===== config.mk =====
export PLATFORM = sky130hd
export DESIGN_NAME = fir_mac_sequencer
export DESIGN_NICKNAME = d
export VERILOG_FILES = /design/src/rtl/fir_seq_pkg.sv /design/src/rtl/fir_seq_mac.sv /design/src/rtl/fir_mac_sequencer.sv
export SDC_FILE = /design/constraint.sdc
export NUM_CORES = 1
export LEC_CHECK = 0
export BUFFER_PORTS_ARGS = -buffer_cell sky130_fd_sc_hd__buf_2
export CORE_ASPECT_RATIO = 1.75
export CORE_MARGIN = 5
export CORE_UTILIZATION = 45
export DETAILED_ROUTE_END_ITERATION = 12
export PLACE_DENSITY = 0.71
export SLEW_MARGIN = 10
export SYNTH_ARGS = -nofsm -noshare
export SYNTH_HDL_FRONTEND = slang
export SYNTH_SLANG_ARGS = --single-unit

===== constraint.sdc =====
create_clock -name Clk -period 14.7 [get_ports Clk]
set_input_delay 2.205 -clock Clk [delete_from_list [all_inputs] [get_ports Clk]]
set_output_delay 2.205 -clock Clk [all_outputs]
set_load 0.1 [all_outputs]

===== src/rtl/fir_seq_pkg.sv =====
// +----------------------------------------------------------------------------+
// | fir_seq_pkg                                                                 |
// | Shared state encoding, default widths and accumulator sizing.               |
// | Rev 1.0                                                                     |
// +----------------------------------------------------------------------------+
`default_nettype none

package fir_seq_pkg;

  localparam int DEFAULT_TAPS = 3;
  localparam int DEFAULT_DW   = 8;
  localparam int DEFAULT_CW   = 8;
  localparam int DEFAULT_OW   = 16;

  localparam logic [1:0] ST_IDLE = 2'd0;
  localparam logic [1:0] ST_MAC  = 2'd1;
  localparam logic [1:0] ST_HOLD = 2'd2;

  // Headroom of clog2(TAPS) bits keeps the running sum from ever wrapping.
  function automatic int acc_width(input int ow, input int taps);
    return ow + $clog2(taps);
  endfunction

endpackage

`default_nettype wire


===== src/rtl/fir_seq_mac.sv =====
// +----------------------------------------------------------------------------+
// | fir_seq_mac                                                                 |
// | Registered unsigned multiply-accumulate with synchronous clear and enable.  |
// | Rev 1.0                                                                     |
// +----------------------------------------------------------------------------+
`default_nettype none

module fir_seq_mac
  import fir_seq_pkg::*;
#(
  parameter int DW    = DEFAULT_DW,
  parameter int CW    = DEFAULT_CW,
  parameter int ACC_W = acc_width(DEFAULT_OW, DEFAULT_TAPS)
) (
  input  logic             clk,
  input  logic             rst,
  input  logic             clr,
  input  logic             en,
  input  logic [DW-1:0]    sample,
  input  logic [CW-1:0]    coef,
  output logic [ACC_W-1:0] acc
);

  logic [ACC_W-1:0]   acc_q;
  logic [ACC_W-1:0]   acc_d;
  logic [DW+CW-1:0]   prod;

  // acc is the running total including this cycle's product, so the final
  // tap's sum is available in the same cycle it is computed.
  always_comb begin
    prod  = (DW+CW)'(sample) * (DW+CW)'(coef);
    acc   = acc_q + ACC_W'(prod);
    acc_d = acc_q;
    if (clr) begin
      acc_d = '0;
    end else if (en) begin
      acc_d = acc;
    end
  end

  always_ff @(posedge clk) begin
    if (rst) begin
      acc_q <= '0;
    end else begin
      acc_q <= acc_d;
    end
  end

endmodule

`default_nettype wire


===== src/rtl/fir_mac_sequencer.sv =====
// +----------------------------------------------------------------------------+
// | fir_mac_sequencer                                                           |
// | Time-multiplexed FIR: one shared MAC walks TAPS taps per input sample.      |
// | Option: FIR_SEQ_SAT_EN saturates Yout instead of wrapping modulo 2^OW.      |
// | Rev 1.0                                                                     |
// +----------------------------------------------------------------------------+
`default_nettype none

module fir_mac_sequencer
  import fir_seq_pkg::*;
#(
  parameter int TAPS = DEFAULT_TAPS,
  parameter int DW   = DEFAULT_DW,
  parameter int CW   = DEFAULT_CW,
  parameter int OW   = DEFAULT_OW
) (
  input  logic                    Clk,
  input  logic                    Rst,
  input  logic                    in_valid,
  output logic                    in_ready,
  input  logic [DW-1:0]           Xin,
  input  logic                    coef_we,
  input  logic [$clog2(TAPS)-1:0] coef_addr,
  input  logic [CW-1:0]           coef_wdata,
  output logic                    out_valid,
  input  logic                    out_ready,
  output logic [OW-1:0]           Yout,
  output logic                    busy
);

  localparam int              AW    = $clog2(TAPS);
  localparam int              ACC_W = acc_width(OW, TAPS);
  localparam logic [AW-1:0]   LAST  = AW'(TAPS - 1);
  localparam logic [ACC_W-1:0] Y_MAX = {{(ACC_W-OW){1'b0}}, {OW{1'b1}}};

  logic [1:0]       state_q, state_d;
  logic [AW-1:0]    k_q, k_d;
  logic [AW-1:0]    wr_ptr_q, wr_ptr_d;
  logic [AW-1:0]    rd_ptr_q, rd_ptr_d;
  logic [DW-1:0]    x_q [TAPS];
  logic [DW-1:0]    x_d [TAPS];
  logic [CW-1:0]    h_q [TAPS];
  logic [CW-1:0]    h_d [TAPS];
  logic [OW-1:0]    y_q, y_d;
  logic             out_valid_q, out_valid_d;

  logic             mac_clr;
  logic             mac_en;
  logic [ACC_W-1:0] acc_sum;
  logic [OW-1:0]    y_reduced;

  fir_seq_mac #(
    .DW    (DW),
    .CW    (CW),
    .ACC_W (ACC_W)
  ) u_mac (
    .clk    (Clk),
    .rst    (Rst),
    .clr    (mac_clr),
    .en     (mac_en),
    .sample (x_q[rd_ptr_q]),
    .coef   (h_q[k_q]),
    .acc    (acc_sum)
  );

  always_comb begin
`ifdef FIR_SEQ_SAT_EN
    y_reduced = (acc_sum > Y_MAX) ? {OW{1'b1}} : OW'(acc_sum);
`else
    y_reduced = OW'(acc_sum & Y_MAX);
`endif
  end

  always_comb begin
    state_d     = state_q;
    k_d         = k_q;
    wr_ptr_d    = wr_ptr_q;
    rd_ptr_d    = rd_ptr_q;
    x_d         = x_q;
    h_d         = h_q;
    y_d         = y_q;
    out_valid_d = out_valid_q;
    mac_clr     = 1'b0;
    mac_en      = 1'b0;

    // The MAC reads H only from the next cycle on, so a write coincident
    // with an accept is already visible to that sample.
    if (state_q == ST_IDLE && coef_we && int'(coef_addr) < TAPS) begin
      h_d[coef_addr] = coef_wdata;
    end

    case (state_q)
      ST_IDLE: begin
        if (in_valid) begin
          x_d[wr_ptr_q] = Xin;
          wr_ptr_d      = (wr_ptr_q == LAST) ? '0 : wr_ptr_q + 1'b1;
          rd_ptr_d      = wr_ptr_q;
          k_d           = '0;
          mac_clr       = 1'b1;
          state_d       = ST_MAC;
        end
      end
      ST_MAC: begin
        mac_en   = 1'b1;
        k_d      = k_q + 1'b1;
        rd_ptr_d = (rd_ptr_q == '0) ? LAST : rd_ptr_q - 1'b1;
        if (k_q == LAST) begin
          k_d         = '0;
          y_d         = y_reduced;
          out_valid_d = 1'b1;
          state_d     = ST_HOLD;
        end
      end
      ST_HOLD: begin
        if (out_ready) begin
          out_valid_d = 1'b0;
          state_d     = ST_IDLE;
        end
      end
      default: begin
        state_d = ST_IDLE;
      end
    endcase
  end

  always_ff @(posedge Clk) begin
    if (Rst) begin
      state_q     <= ST_IDLE;
      k_q         <= '0;
      wr_ptr_q    <= '0;
      rd_ptr_q    <= '0;
      x_q         <= '{default: '0};
      h_q         <= '{default: '0};
      y_q         <= '0;
      out_valid_q <= 1'b0;
    end else begin
      state_q     <= state_d;
      k_q         <= k_d;
      wr_ptr_q    <= wr_ptr_d;
      rd_ptr_q    <= rd_ptr_d;
      x_q         <= x_d;
      h_q         <= h_d;
      y_q         <= y_d;
      out_valid_q <= out_valid_d;
    end
  end

  assign in_ready  = (state_q == ST_IDLE);
  assign busy      = (state_q == ST_MAC);
  assign out_valid = out_valid_q;
  assign Yout      = y_q;

endmodule

`default_nettype wire


Word level (Yosys, flattened, before mapping)
Index checks and enable logic that the tools add are counted.
- bits in registers: 91
- bits of input ports: 23
- output and inout bits: 19
- logic and storage cells: 79
- $add $sub $neg: 4
- multiply operators: 1
- magnitude comparators: 7
- equal/unequal tests: 7
- muxes and demuxes: 29
- bitwise gates (word level): 4
- reductions and logical operators: 14
- operators by type and width (kind ; count):
    $bwmux W24 ; 2
    $mux W8 ; 6
    $bmux W8 S2 ; 2
    $demux W8 S2 ; 2
    $add A18 B16 Y18 ; 1
    $mul A8 B8 Y16 ; 1
    $mux W2 ; 8
    $ge A3 B3 Y1 const B ; 4
    $not A2 Y3 ; 4
    $pmux W2 S2 ; 2
    $eq A2 B2 Y1 const B ; 3
    $lt A3 B1 Y1 const B ; 2
    $pmux W2 S3 ; 1
    $reduce_and A2 Y1 ; 3
    $reduce_and A3 Y1 ; 2
    $mux W1 ; 5
    $add A2 B1 Y2 const B ; 2
    $logic_and A1 B1 Y1 ; 4
    $logic_not A2 Y1 ; 2
    $ne A2 B2 Y1 const B ; 2
    $reduce_bool A2 Y1 ; 2
    $eq A2 B1 Y1 const B ; 1
    $lt A2 B2 Y1 const B ; 1
    $ne A2 B1 Y1 const B ; 1
    other kinds (3) ; 3

Logic depth before layout (Yosys ltp)
- depth in word-level cells: 6
- gate-level depth with buffers: 21
- mapped depth without buffers: 19

Cells and area by module
Synthesis repeated with hierarchy kept, for this count alone.
- cell total of the unflattened synthesis: 744
- area total of the unflattened synthesis: 6698.9 sq um
- by module, submodules not included (module ; times used ; cells an instance ; area each (sq um) ; seq. area each (sq um)):
    fir_seq_mac ; 1 ; 390 ; 3418.3 ; 360.3
    fir_mac_sequencer ; 1 ; 354 ; 3280.6 ; 1461.4

Worst setup path before layout
No wires, ideal clock.
- path kind: register -> register
- from: reg k_q[1]
- to: reg u_mac.acc_q[14]
- data arrival time: 4804 ps
- data required time: 14578 ps
- slack: 9774 ps
- cell stages (with the launch flop): 20
- buffers on the path: 2
- clock period less this slack: 4926 ps
- cell sequence: dfxtp_1 -> buf_2 -> nor2b_1 -> clkbuf_1 -> nand2_1 -> o21ai_1 -> nand2_1 -> fa_1 -> inv_1 -> fa_1 -> fa_1 -> inv_1 -> fa_1 -> inv_1 -> ha_1 -> a21o_1 -> a21o_1 -> a221oi_1 -> a2111oi_0 -> a311o_1
- word-level cells in the longest chain between the ends: 6
- RTL lines (item ; RTL line ; text):
    start, declared ; fir_mac_sequencer.sv:37 ; logic [AW-1:0] k_q, k_d;
    start signal, assigned ; fir_mac_sequencer.sv:138 ; k_q <= k_d;
    $not A2 Y3 (not written as such) ; fir_mac_sequencer.sv:62 ; .coef (h_q[k_q]),
    $bmux W8 S2 ; fir_mac_sequencer.sv:62 ;
    $mux W8 (not written as such) (2 in series) ; fir_mac_sequencer.sv:62 ;
    $mul A8 B8 Y16 ; fir_seq_mac.sv:31 ; prod = (DW+CW)'(sample) * (DW+CW)'(coef);
    $add A18 B16 Y18 ; fir_seq_mac.sv:32 ; acc = acc_q + ACC_W'(prod);
    end signal, assigned ; fir_seq_mac.sv:43 ; acc_q <= '0;
    end signal, assigned ; fir_seq_mac.sv:45 ; acc_q <= acc_d;
    end, declared ; fir_seq_mac.sv:24 ; logic [ACC_W-1:0] acc_q;
No other way between the ends. The select of a mux whose other input is x is not followed.
A chain may end at the register's enable or synchronous reset.

Worst setup path after layout
- from: reg k_q[0]
- to: reg u_mac.acc_q[14]
Same word-level chain as after synthesis.

==> reports/metrics.cfg <==
[synth]
synth_edf_count=0
synth_fp_nets=856
synth_area_leader_cell=dfxtp_1
ys.flop_type=dfxtp_1
synth_top_cell_area_share_pct=28.5
synthTopCellsByArea=dfxtp_1 (28%), fa_1 (16%), mux2i_1 (9.3%), ha_1 (7.2%), nand2_1 (6.2%)
synthDistinctLibCells=55
avgSynthCellArea_um2=8.38
yosys_warnings=0
syn_area_um2=6260
seq_area_frac_synth_pct=28.5
yosys_register_bits=89
syn_inst=747
synth-async-reset-ratio_pct=0

[global_route]
grt_pass1_wl_mm=24.8
grt_pass1_vias=5206
antenna_found_initial=0
grt_usage_pct=18.4
grt.overflow.total=0
grt_max_degree=77

[pwr]
ir_drop_uv=55.7
combPwrFrac_pct=11.4
p_leak_uw=0.00323
finalPower_uw=571
p_int_uw=419
seqPwrFrac_pct=44.7
p_per_area_nw_per_um2=82.9
switching_share_pct=26.6
p_switching_uw=152
p_clk_share_pct=43.9

[cts]
ctsResizeCount=0
cts_hold_buf=0
insertion_delay_ns=0.34
cts_buffers=9
htree_levels=3
cts_tree=built
cts-root-buf=clkbuf_16
clock_sinks=89
cts_setup_buffers=0
clk_path_buf_depth=2
clkTransAtPathRegs_ns=0.07

[floorplanning]
start_util_pct=45.5
rows=57
dieArea_um2=16500
die_w_um=99.2
io_pins=42
die_y_um=166
coreArea_um2=13800

[timing]
fin_crit_ns=5.80
fin_skew_ns=0.0113
slew_headroom_pct=26.8
fin_tns_setup_ns=0
setup_violations=0
fin_crit_sh_pct=39.4
finalHoldViolations=0
grt_setup_unrepaired=false
drv_slew=0
worst_pin_slew_ns=1.09
fmax_ghz=0.173

[job]
drv_cap=0

[finish]
drive_gt1_share_pct=8.55
most-common-layout-cells=nand2_1 (104), inv_1 (101), dfxtp_1 (89), nor2_1 (73), mux2i_1 (58)
fin_nets=876
final_common_cell=nand2_1
fill_cells=1342
area_growth_pct=9.95
fin_util_pct=50.0
insertedDiodeCount=0
final_cell_count_no_fill=949
final_cell_area_um2=6880

[drt]
dr.first_iter.drc_count=139
drc=0
vias=5079
routed_via_density=5.35
post_drt_wl_per_cell_um=15.4
dr.pass1.iters=5
drt-total-wl_mm=14.6
drtAntennaViolNets=0

[critical_path]
cp_num_buf_inv=3
endpoint_kind=flop
setup.worst_path.start_class=flop
cp.arrival_ns=6.02
cp_cell_sequence=nor2b_1, nand2_1, o21ai_1, nand2_1, fa_1, inv_1, fa_1, fa_1, inv_1, fa_1, inv_1, ha_1, a21o_1, a21o_1, a221oi_1, a2111oi_0, a311o_1
cp_max_fo=15
slowest_stage=dfxtp_1
path_delay_family=adder cells
r2r_slack_ns=8.90
crit_type=flop to flop
worstPathRequired_ns=14.93
critPathMaxStageDelay_ns=0.59
path_common_cell=fa_1

[hold_path]
hp-class=flop to flop

[placement]
hpwl_mm=11.3
place_inst=933
port_buffers=41
routabilityCongestion=0.902
placed_cell_area_um2=6570

[run_status]
status=complete, no violations

## area by class of cell
cell class / instances / area, um^2 / share of cell area [%]
Clock buffer: 10 / 229 / 3.33
Clock inverter: 6 / 90.1 / 1.31
Inverter: 101 / 379 / 5.51
Multi-Input combinational cell: 521 / 3950 / 57.3
Sequential cell: 89 / 1780 / 25.9
Tap cell: 177 / 221 / 3.22
Timing Repair Buffer: 45 / 235 / 3.42
## logic make-up after synthesis
| kind of cell | Yosys count | synth area share, % |
|---|---|---|
| adder cells (fa/ha/maj) | 86 | 23.2 |
| AND/OR/NAND/NOR | 259 | 18.9 |
| flip-flops | 89 | 28.5 |
| multiplexers | 58 | 9.27 |
| buffers and inverters | 137 | 8.49 |
| AO/OA/AOI/OAI | 112 | 10.9 |
| XOR/XNOR | 6 | 0.839 |
## flip-flops by register name, summed over array words and instances, names as in the netlist
name,cells
u_mac.acc_q,16
h_q,24
out_valid,1
x_q,24
Yout,16
rd_ptr_q,2
state_q,2
k_q,2
wr_ptr_q,2
## tightest hold or removal path, cell delays in order, from the launching register on
cell and delay, ns:
dfxtp_1 0.31, nand2_1 0.05, a21oi_1 0.05
## power groups by stage
stage | clock (uW) | sequential [uW] | combinational (uW)
6_report | 251 | 255 | 65.1
5_1_grt | 264 | 256 | 72.2
4_1_cts | 255 | 255 | 65.2
3_5_place_dp | 0 | 261 | 64.6
3_3_place_gp | 0 | 260 | 63.7
2_1_floorplan | 0 | 257 | 49.5
## Yosys cell counts, types with 2 or more instances
| master | instances |
|---|---|
| nand3_1 | 23 |
| clkbuf_1 | 25 |
| nand4b_1 | 3 |
| and4_1 | 3 |
| o22a_1 | 2 |
| inv_1 | 101 |
| nor3_1 | 9 |
| or3_1 | 3 |
| a31o_2 | 2 |
| ha_1 | 36 |
| o21a_1 | 2 |
| o31ai_1 | 2 |
| buf_2 | 8 |
| o21ai_1 | 9 |
| mux2i_1 | 58 |
| buf_1 | 2 |
| a21o_1 | 10 |
| nand4_1 | 3 |
| and3_1 | 4 |
| nor2_1 | 73 |
| a31oi_1 | 3 |
| and2_1 | 15 |
| o22ai_1 | 2 |
| a32oi_1 | 2 |
| xnor2_1 | 5 |
| fa_1 | 50 |
| a21oi_1 | 45 |
| nor2b_1 | 3 |
| or4_1 | 6 |
| nand2_1 | 104 |
| a221oi_1 | 2 |
| nand2b_1 | 2 |
| nand3b_1 | 2 |
| dfxtp_1 | 89 |
| o21ai_0 | 17 |
| a22oi_1 | 2 |
| a211oi_1 | 2 |
## per-layer routing
layer	global-route usage [%]	wire, um	vias up
met3	3.15	461	51
met5	0	0	-
met4	10.8	737	0
met1	19.6	5650	2415
met2	33.1	7740	126
li1	-	-	2487
## worst paths after layout
path                 from              end  depth (start not counted)
setup / recovery   k_q[0]  u_mac.acc_q[14]                         17
hold / removal    Yout[5]          Yout[5]                          2
setup reg to reg   k_q[0]  u_mac.acc_q[14]                         17
hold reg to reg   Yout[5]          Yout[5]                          2
## through the flow
stage | worst slack [ns] | hold slack (ns)
2_1_floorplan | 9.77 | 0.436
3_3_place_gp | 9.08 | 0.441
3_5_place_dp | 8.99 | 0.445
4_1_cts | 8.94 | 0.454
5_1_grt | 8.58 | 0.475
6_report | 8.90 | 0.452
Power figures use the tool's default switching activity.
